[config.mk]
export PLATFORM = sky130hd
export DESIGN_NAME = snn_timestep_scheduler
export DESIGN_NICKNAME = d
export VERILOG_FILES = /design/src/rtl/snn_sched_pkg.sv /design/src/rtl/snn_batch_assembler.sv /design/src/rtl/snn_timestep_scheduler.sv
export SDC_FILE = /design/constraint.sdc
export NUM_CORES = 2
export LEC_CHECK = 0
export CORE_AREA = 2 2 371 373
export DETAILED_ROUTE_END_ITERATION = 8
export DIE_AREA = 0 0 373 375
export GPL_ROUTABILITY_DRIVEN = 1
export SLEW_MARGIN = 20
export SYNTH_ARGS = -nofsm -noshare
export SYNTH_HDL_FRONTEND = slang
export SYNTH_SLANG_ARGS = --single-unit
[constraint.sdc]
create_clock -name clk -period 7.45 [get_ports clk]
set_input_delay 1.8625 -clock clk [delete_from_list [all_inputs] [get_ports clk]]
set_output_delay 1.8625 -clock clk [all_outputs]
set_load 0.01 [all_outputs]
[src/rtl/snn_sched_pkg.sv]
// Shared types and elaboration helpers for the SNN timestep scheduler.
package snn_sched_pkg;

  typedef enum logic [2:0] {
    S_IDLE,
    S_CLR,
    S_FETCH,
    S_EVAL,
    S_ACCUM,
    S_NEXT
  } state_e;

  // Number of pattern memory words needed to cover all input spikes.
  function automatic int num_batches(input int n_inputs, input int per_batch);
    return (n_inputs + per_batch - 1) / per_batch;
  endfunction

  // Width of a counter that must hold 0..max_val inclusive.
  function automatic int cnt_w(input int max_val);
    return (max_val < 1) ? 1 : $clog2(max_val + 1);
  endfunction

endpackage

[src/rtl/snn_batch_assembler.sv]
// Collects pattern memory words into the flat input spike vector.
// Read data arrives one cycle after the strobe, so the strobe and batch index
// are delayed one cycle and used to steer the returning word into its slice.
module snn_batch_assembler
  import snn_sched_pkg::*;
#(
  parameter int NUM_INPUTS       = 784,
  parameter int SPIKES_PER_BATCH = 32,
  parameter int BATCH_ADDR_W     = 6
) (
  input  logic                        clk,
  input  logic                        rst,
  input  logic                        clear,
  input  logic                        rd_en,
  input  logic [BATCH_ADDR_W-1:0]     batch,
  input  logic [SPIKES_PER_BATCH-1:0] rd_data,
  output logic [NUM_INPUTS-1:0]       in_spikes
);

  localparam int NB = num_batches(NUM_INPUTS, SPIKES_PER_BATCH);

  logic                    vld_q, vld_d;
  logic [BATCH_ADDR_W-1:0] bsel_q, bsel_d;

  // Delay the read strobe/batch to line up with the returning data.
  always_comb begin
    vld_d  = rd_en;
    bsel_d = batch;
  end

  // Read-tracking registers.
  always_ff @(posedge clk) begin
    if (rst) begin
      vld_q  <= 1'b0;
      bsel_q <= '0;
    end else begin
      vld_q  <= vld_d;
      bsel_q <= bsel_d;
    end
  end

  // One register slice per batch; the last slice is trimmed so bits past
  // NUM_INPUTS are never stored.
  for (genvar b = 0; b < NB; b++) begin : g_word
    localparam int LO = b * SPIKES_PER_BATCH;
    localparam int W  = (NUM_INPUTS - LO < SPIKES_PER_BATCH) ? (NUM_INPUTS - LO) : SPIKES_PER_BATCH;

    logic [W-1:0] word_q, word_d;

    // Clear on fetch entry, otherwise capture the word addressed to this slice.
    always_comb begin
      word_d = word_q;
      if (clear) begin
        word_d = '0;
      end else if (vld_q && (bsel_q == BATCH_ADDR_W'(b))) begin
        word_d = rd_data[W-1:0];
      end
    end

    // Slice storage.
    always_ff @(posedge clk) begin
      if (rst) word_q <= '0;
      else     word_q <= word_d;
    end

    assign in_spikes[LO +: W] = word_q;
  end

endmodule

[src/rtl/snn_timestep_scheduler.sv]
// Sequences one SNN inference run: clear counters, then per timestep fetch the
// input pattern, run one network update and accumulate output spike counts.
// Optional feature: define SNN_SCHED_ABORT_EN to add an abort input that
// returns any active run to IDLE on the next edge.
module snn_timestep_scheduler
  import snn_sched_pkg::*;
#(
  parameter int NUM_INPUTS         = 784,
  parameter int SPIKES_PER_BATCH   = 32,
  parameter int BATCH_ADDR_W       = 6,
  parameter int NUM_OUTPUTS        = 100,
  parameter int OUT_ADDR_W         = 7,
  parameter int MAX_TIMESTEPS_BITS = 7
) (
  input  logic                          clk,
  input  logic                          rst,
`ifdef SNN_SCHED_ABORT_EN
  input  logic                          abort,
`endif
  input  logic                          start,
  input  logic [MAX_TIMESTEPS_BITS-1:0] sim_time,
  output logic                          busy,
  output logic                          pat_rd_en,
  output logic [BATCH_ADDR_W-1:0]       pat_batch,
  output logic [MAX_TIMESTEPS_BITS-1:0] pat_addr,
  input  logic [SPIKES_PER_BATCH-1:0]   pat_rd_data,
  output logic [NUM_INPUTS-1:0]         in_spikes,
  output logic                          net_start,
  input  logic                          net_done,
  input  logic [NUM_OUTPUTS-1:0]        out_spikes,
  output logic                          cnt_rd_en,
  output logic                          cnt_wr_en,
  output logic [OUT_ADDR_W-1:0]         cnt_addr,
  output logic [MAX_TIMESTEPS_BITS-1:0] cnt_wr_data,
  input  logic [MAX_TIMESTEPS_BITS-1:0] cnt_rd_data
);

  localparam int                    NB     = num_batches(NUM_INPUTS, SPIKES_PER_BATCH);
  localparam int                    B_W    = cnt_w(NB);
  localparam logic [B_W-1:0]        B_END  = B_W'(NB);
  localparam logic [OUT_ADDR_W-1:0] LAST_K = OUT_ADDR_W'(NUM_OUTPUTS - 1);

  state_e                          state_q, state_d;
  logic [MAX_TIMESTEPS_BITS-1:0]   sim_time_q, sim_time_d;
  logic [MAX_TIMESTEPS_BITS-1:0]   t_q, t_d;
  logic [OUT_ADDR_W-1:0]           k_q, k_d;    // neuron index in CLR/ACCUM
  logic                            ph_q, ph_d;  // sub-phase: CLR settle, EVAL started, ACCUM write
  logic [B_W-1:0]                  b_q, b_d;    // batch index in FETCH
  logic [NUM_OUTPUTS-1:0]          spk_q, spk_d;
  logic                            asm_clear;

  // Next-state and bookkeeping for the run sequencer.
  always_comb begin
    state_d    = state_q;
    sim_time_d = sim_time_q;
    t_d        = t_q;
    k_d        = k_q;
    ph_d       = ph_q;
    b_d        = b_q;
    spk_d      = spk_q;
    case (state_q)
      S_IDLE: begin
        if (start) begin
          state_d    = S_CLR;
          sim_time_d = sim_time;
          t_d        = '0;
          k_d        = '0;
          ph_d       = 1'b0;
        end
      end
      S_CLR: begin
        // One write per neuron, then a turnaround cycle before fetch/exit.
        if (!ph_q) begin
          if (k_q == LAST_K) ph_d = 1'b1;
          else               k_d  = k_q + 1'b1;
        end else begin
          ph_d    = 1'b0;
          k_d     = '0;
          b_d     = '0;
          state_d = (sim_time_q == '0) ? S_IDLE : S_FETCH;
        end
      end
      S_FETCH: begin
        // Reads for batches 0..NB-1, plus one cycle for the last word to land.
        if (b_q == B_END) begin
          state_d = S_EVAL;
          ph_d    = 1'b0;
        end else begin
          b_d = b_q + 1'b1;
        end
      end
      S_EVAL: begin
        ph_d = 1'b1;
        if (net_done) begin
          spk_d   = out_spikes;
          state_d = S_ACCUM;
          ph_d    = 1'b0;
          k_d     = '0;
        end
      end
      S_ACCUM: begin
        if (!ph_q) begin
          ph_d = 1'b1;
        end else begin
          ph_d = 1'b0;
          if (k_q == LAST_K) begin
            k_d     = '0;
            state_d = S_NEXT;
          end else begin
            k_d = k_q + 1'b1;
          end
        end
      end
      S_NEXT: begin
        t_d     = t_q + 1'b1;
        b_d     = '0;
        state_d = (t_d == sim_time_q) ? S_IDLE : S_FETCH;
      end
      default: state_d = S_IDLE;
    endcase
`ifdef SNN_SCHED_ABORT_EN
    if (abort && (state_q != S_IDLE)) begin
      state_d = S_IDLE;
      ph_d    = 1'b0;
      k_d     = '0;
      b_d     = '0;
    end
`endif
  end

  // Sequencer state registers.
  always_ff @(posedge clk) begin
    if (rst) begin
      state_q    <= S_IDLE;
      sim_time_q <= '0;
      t_q        <= '0;
      k_q        <= '0;
      ph_q       <= 1'b0;
      b_q        <= '0;
      spk_q      <= '0;
    end else begin
      state_q    <= state_d;
      sim_time_q <= sim_time_d;
      t_q        <= t_d;
      k_q        <= k_d;
      ph_q       <= ph_d;
      b_q        <= b_d;
      spk_q      <= spk_d;
    end
  end

  // Memory strobes and network handshake decoded from the current state;
  // reads and writes of the counter memory fall in different ACCUM phases.
  always_comb begin
    busy        = (state_q != S_IDLE);
    pat_rd_en   = 1'b0;
    pat_batch   = '0;
    pat_addr    = '0;
    net_start   = 1'b0;
    cnt_rd_en   = 1'b0;
    cnt_wr_en   = 1'b0;
    cnt_addr    = '0;
    cnt_wr_data = '0;
    case (state_q)
      S_CLR: begin
        if (!ph_q) begin
          cnt_wr_en = 1'b1;
          cnt_addr  = k_q;
        end
      end
      S_FETCH: begin
        if (b_q != B_END) begin
          pat_rd_en = 1'b1;
          pat_batch = BATCH_ADDR_W'(b_q);
          pat_addr  = t_q;
        end
      end
      S_EVAL: net_start = !ph_q;
      S_ACCUM: begin
        if (!ph_q) begin
          cnt_rd_en = 1'b1;
          cnt_addr  = k_q;
        end else if (spk_q[k_q]) begin
          cnt_wr_en   = 1'b1;
          cnt_addr    = k_q;
          cnt_wr_data = (&cnt_rd_data) ? cnt_rd_data : cnt_rd_data + 1'b1;
        end
      end
      default: ;
    endcase
  end

  assign asm_clear = (state_d == S_FETCH) && (state_q != S_FETCH);

  snn_batch_assembler #(
    .NUM_INPUTS      (NUM_INPUTS),
    .SPIKES_PER_BATCH(SPIKES_PER_BATCH),
    .BATCH_ADDR_W    (BATCH_ADDR_W)
  ) u_asm (
    .clk      (clk),
    .rst      (rst),
    .clear    (asm_clear),
    .rd_en    (pat_rd_en),
    .batch    (pat_batch),
    .rd_data  (pat_rd_data),
    .in_spikes(in_spikes)
  );

endmodule

==> reports/metrics.yaml <==
sta:
  worstMarginPinSlew_ns: 1.178
  drv_slew: 0
  maxSlewHeadroom_pct: 21.49
  period_share_pct: 84.70
  clock_skew_ns: 0.05008
  timing.final.crit_period_ns: 6.310
  fmaxAchievable_mhz: 158.5
  rsz0062_at_grt: "false"
  tns_ns: 0
  hold_viol_final: 0
  setup_viol: 0
place:
  place_congestion: 0.8545
  numPortBuffers: 964
  hpwl_um: 105100
  place_area_mm2: 0.04477
critical_path:
  path_cells: "mux4_1, mux2_2, a2bb2oi_1, nand4b_1, o2111ai_2, o31ai_1, clkdlybuf4s50_1"
  worst_ep_required_time_ns: 5.59
  max_stage_delay_ns: 0.98
  cp-start-kind: "register"
  end_kind: "output port"
  regToRegSetupSlack_ns: 3.91
  r2r_start: "t_q[0]"
  path_max_fanout: 20
  crit_path_top_delay_cell: "dfxtp_1"
  cp.arrival_ns: 4.45
  critical_path_class: "register to output port"
  startpoint: "k_q[0]"
floorplan:
  pin_count: 966
  die_area_mm2: 0.1399
  rows: 136
  die_w_um: 373
  start_util_pct: 24.90
  core_area_mm2: 0.1363
  fp.dieH_um: 375
pwr:
  pwr_density_cell_mw_per_mm2: 221.8
  irDropWorstVdd_uv: 183.1
  p_leak_nw: 15.81
global_route:
  antenna_found_initial: 16
  grt_start_max_net_pins: 221
  grt_pass1_vias: 30780
  grt_use_total_pct: 21.56
  grt_first_pass_wirelength_um: 220600
  grt_remaining_overflow: 0
synth:
  ys_types: 61
  syn-cell-area_mm2: 0.03394
  synth_edf_count: 0
  synthCells: 4322
  synthDominantCellAreaShare_pct: 54.27
  synthFlopType: "dfxtp_1"
  yosys_warnings: 0
  synth-async-reset-ratio_pct: 0
  synth.area.top_cells: "dfxtp_1 54%, nand2_1 20%, a21oi_1 13%"
  syn_avg_cell_area_um2: 7.853
  ys_ff_latch: 920
  syn_nets: 4477
  yosysTopAreaCell: "dfxtp_1"
  synth_seq_area_share_pct: 54.27
worst_hold_path:
  hold_start: "u_asm.g_word[9].word_q[22]"
  min_path_type: "register to register"
drt:
  routedWlPerCell_um: 22.72
  drt_wl_total_um: 158400
  drc: 0
  vias_per_cell: 4.747
  drtAntennaViolNets: 0
  drt_iter0_drc: 2925
  route.vias.total: 33090
  firstDrtPassIters: 6
layout:
  area_delta_synth_final_pct: 42.73
  fin_area_mm2: 0.04844
  final-seq-area_mm2: 0.01842
  fillCellCount: 14100
  multi_input_area_mm2: 0.01387
  fin_nets: 5252
  final_core_util_pct: 35.54
  layout-drive-gt1-share_pct: 6.300
cts:
  cts_buffer_depth: 3
  cts_tree: "built"
  clk_latency_ns: 0.72
  clkSinkCount: 920
  h-tree-depth: 3
  clkTransAtPathRegs_ns: 0.07
  clockRootBuffer: "clkbuf_16"
  post_cts.repair.setup_buffers: 0
  cts_hold_buf: 0
  cts_buffers: 103
  cts_resized: 0
flow_run:
  max-cap-violations: 0
status:
  status: "finished, final reports clean"
through the flow:
step / worst slack [ns] / hold slack (ns) / total power, mW / instances
3_3_place_gp: 1.436 / 0.4407 / 5.482 / 6780
5_1_grt: 0.8635 / 0.4628 / 11.06 / 6969
4_1_cts: 1.054 / 0.4530 / 10.85 / 6966
6_report: 1.140 / 0.4508 / 10.74 / 6972
3_5_place_dp: 1.504 / 0.4453 / 5.481 / 6783
2_1_floorplan: 2.639 / 0.4315 / 5.271 / 4322
sequential cells by signal (all words and copies together), names as in the netlist:
name,cells
k_q,7
u_asm.vld_q,1
u_asm.bsel_q,5
sim_time_q,7
t_q,7
u_asm.g_word.word_q,784
b_q,5
ph_q,1
state_q,3
spk_q,100
metal layers:
| layer | GRT usage (%) | vias to the layer above | part of all wire [%] | wire length, um |
|---|---|---|---|---|
| li1 | - | 15470 | - | - |
| met3 | 5.049 | 362 | 8.4 | 13330 |
| met5 | 0 | - | 0.060 | 95 |
| met4 | 11.96 | 14 | 5.6 | 8829 |
| met1 | 25.19 | 15720 | 38 | 60570 |
| met2 | 36.36 | 1528 | 48 | 75580 |
worst max-delay path, delay by kind of cell (launching register included):
kind                   cells  cell delay [ns]
AOI/OAI and AO/OA          3             1.05
DFF                        1             0.98
muxes                      2             0.93
buffers and inverters      1             0.56
and+or+nand+nor            1             0.24
logic make-up (layout without fill, tap and decap cells):
logic type | after synthesis | after routing | share of synthesized area (%)
AND/OR/NAND/NOR | 1997 | 1997 | 22.82
AO/OA/AOI/OAI | 956 | 956 | 14.52
flip-flops | 920 | 920 | 54.27
buffers and inverters | 384 | 1237 | 5.534
multiplexers | 36 | 36 | 1.987
XOR/XNOR | 23 | 23 | 0.6746
adder cells (fa/ha/maj) | 5 | 5 | 0.1843
other | 1 | 4 | 0.01105
synth_stat cells (13+ instances only):
| master | count |
|---|---|
| buf_4 | 71 |
| buf_6 | 15 |
| clkbuf_1 | 256 |
| dfxtp_1 | 920 |
| nand2b_1 | 14 |
| and2_1 | 16 |
| nand2_1 | 1824 |
| buf_1 | 17 |
| nor2_1 | 64 |
| nand3_1 | 21 |
| nor3_1 | 13 |
| mux4_1 | 15 |
| a21oi_1 | 907 |
cells in the final DEF, fill, tap and decap left out, types with 6 or more instances in the layout:
master / n
nor2_1: 46
nand3_1: 14
nand2_1: 1819
xnor2_1: 11
o21ai_0: 12
nor2_4: 13
xor2_1: 10
nand3_2: 6
clkbuf_1: 20
mux2i_1: 12
buf_2: 23
clkdlybuf4s50_1: 940
a21oi_1: 907
inv_1: 8
bufinv_16: 10
buf_4: 74
and3_1: 10
mux4_1: 15
clkinv_2: 10
clkbuf_8: 24
nor3_2: 6
nand2b_1: 14
nand4_1: 8
and2_1: 16
nor3_1: 7
nor2b_1: 12
clkbuf_16: 104
dfxtp_1: 919
power by group:
part | switching, mW | internal (mW)
combinational | 0.328 | 0.113
sequential | 0.0126 | 4.92
clock | 2.20 | 3.17
final timing paths:
kind	endpoint	cells past startpoint
worst max-delay path	cnt_wr_en	7
worst max register to register	u_asm.g_word[12].word_q[29]	9
worst min-delay path	u_asm.g_word[9].word_q[22]	2
worst min register to register	u_asm.g_word[9].word_q[22]	2
cell type report:
cell class / instances / share of cell area, %
antenna: 3 / 0.01550
clock buffer: 148 / 6.209
clock inverter: 35 / 1.173
inverter: 8 / 0.06199
multi-input combinational: 3018 / 28.64
sequential: 920 / 38.02
tap: 1794 / 4.634
timing repair buffer: 1046 / 21.24
Note: power is estimated with default switching activity, not from simulation.
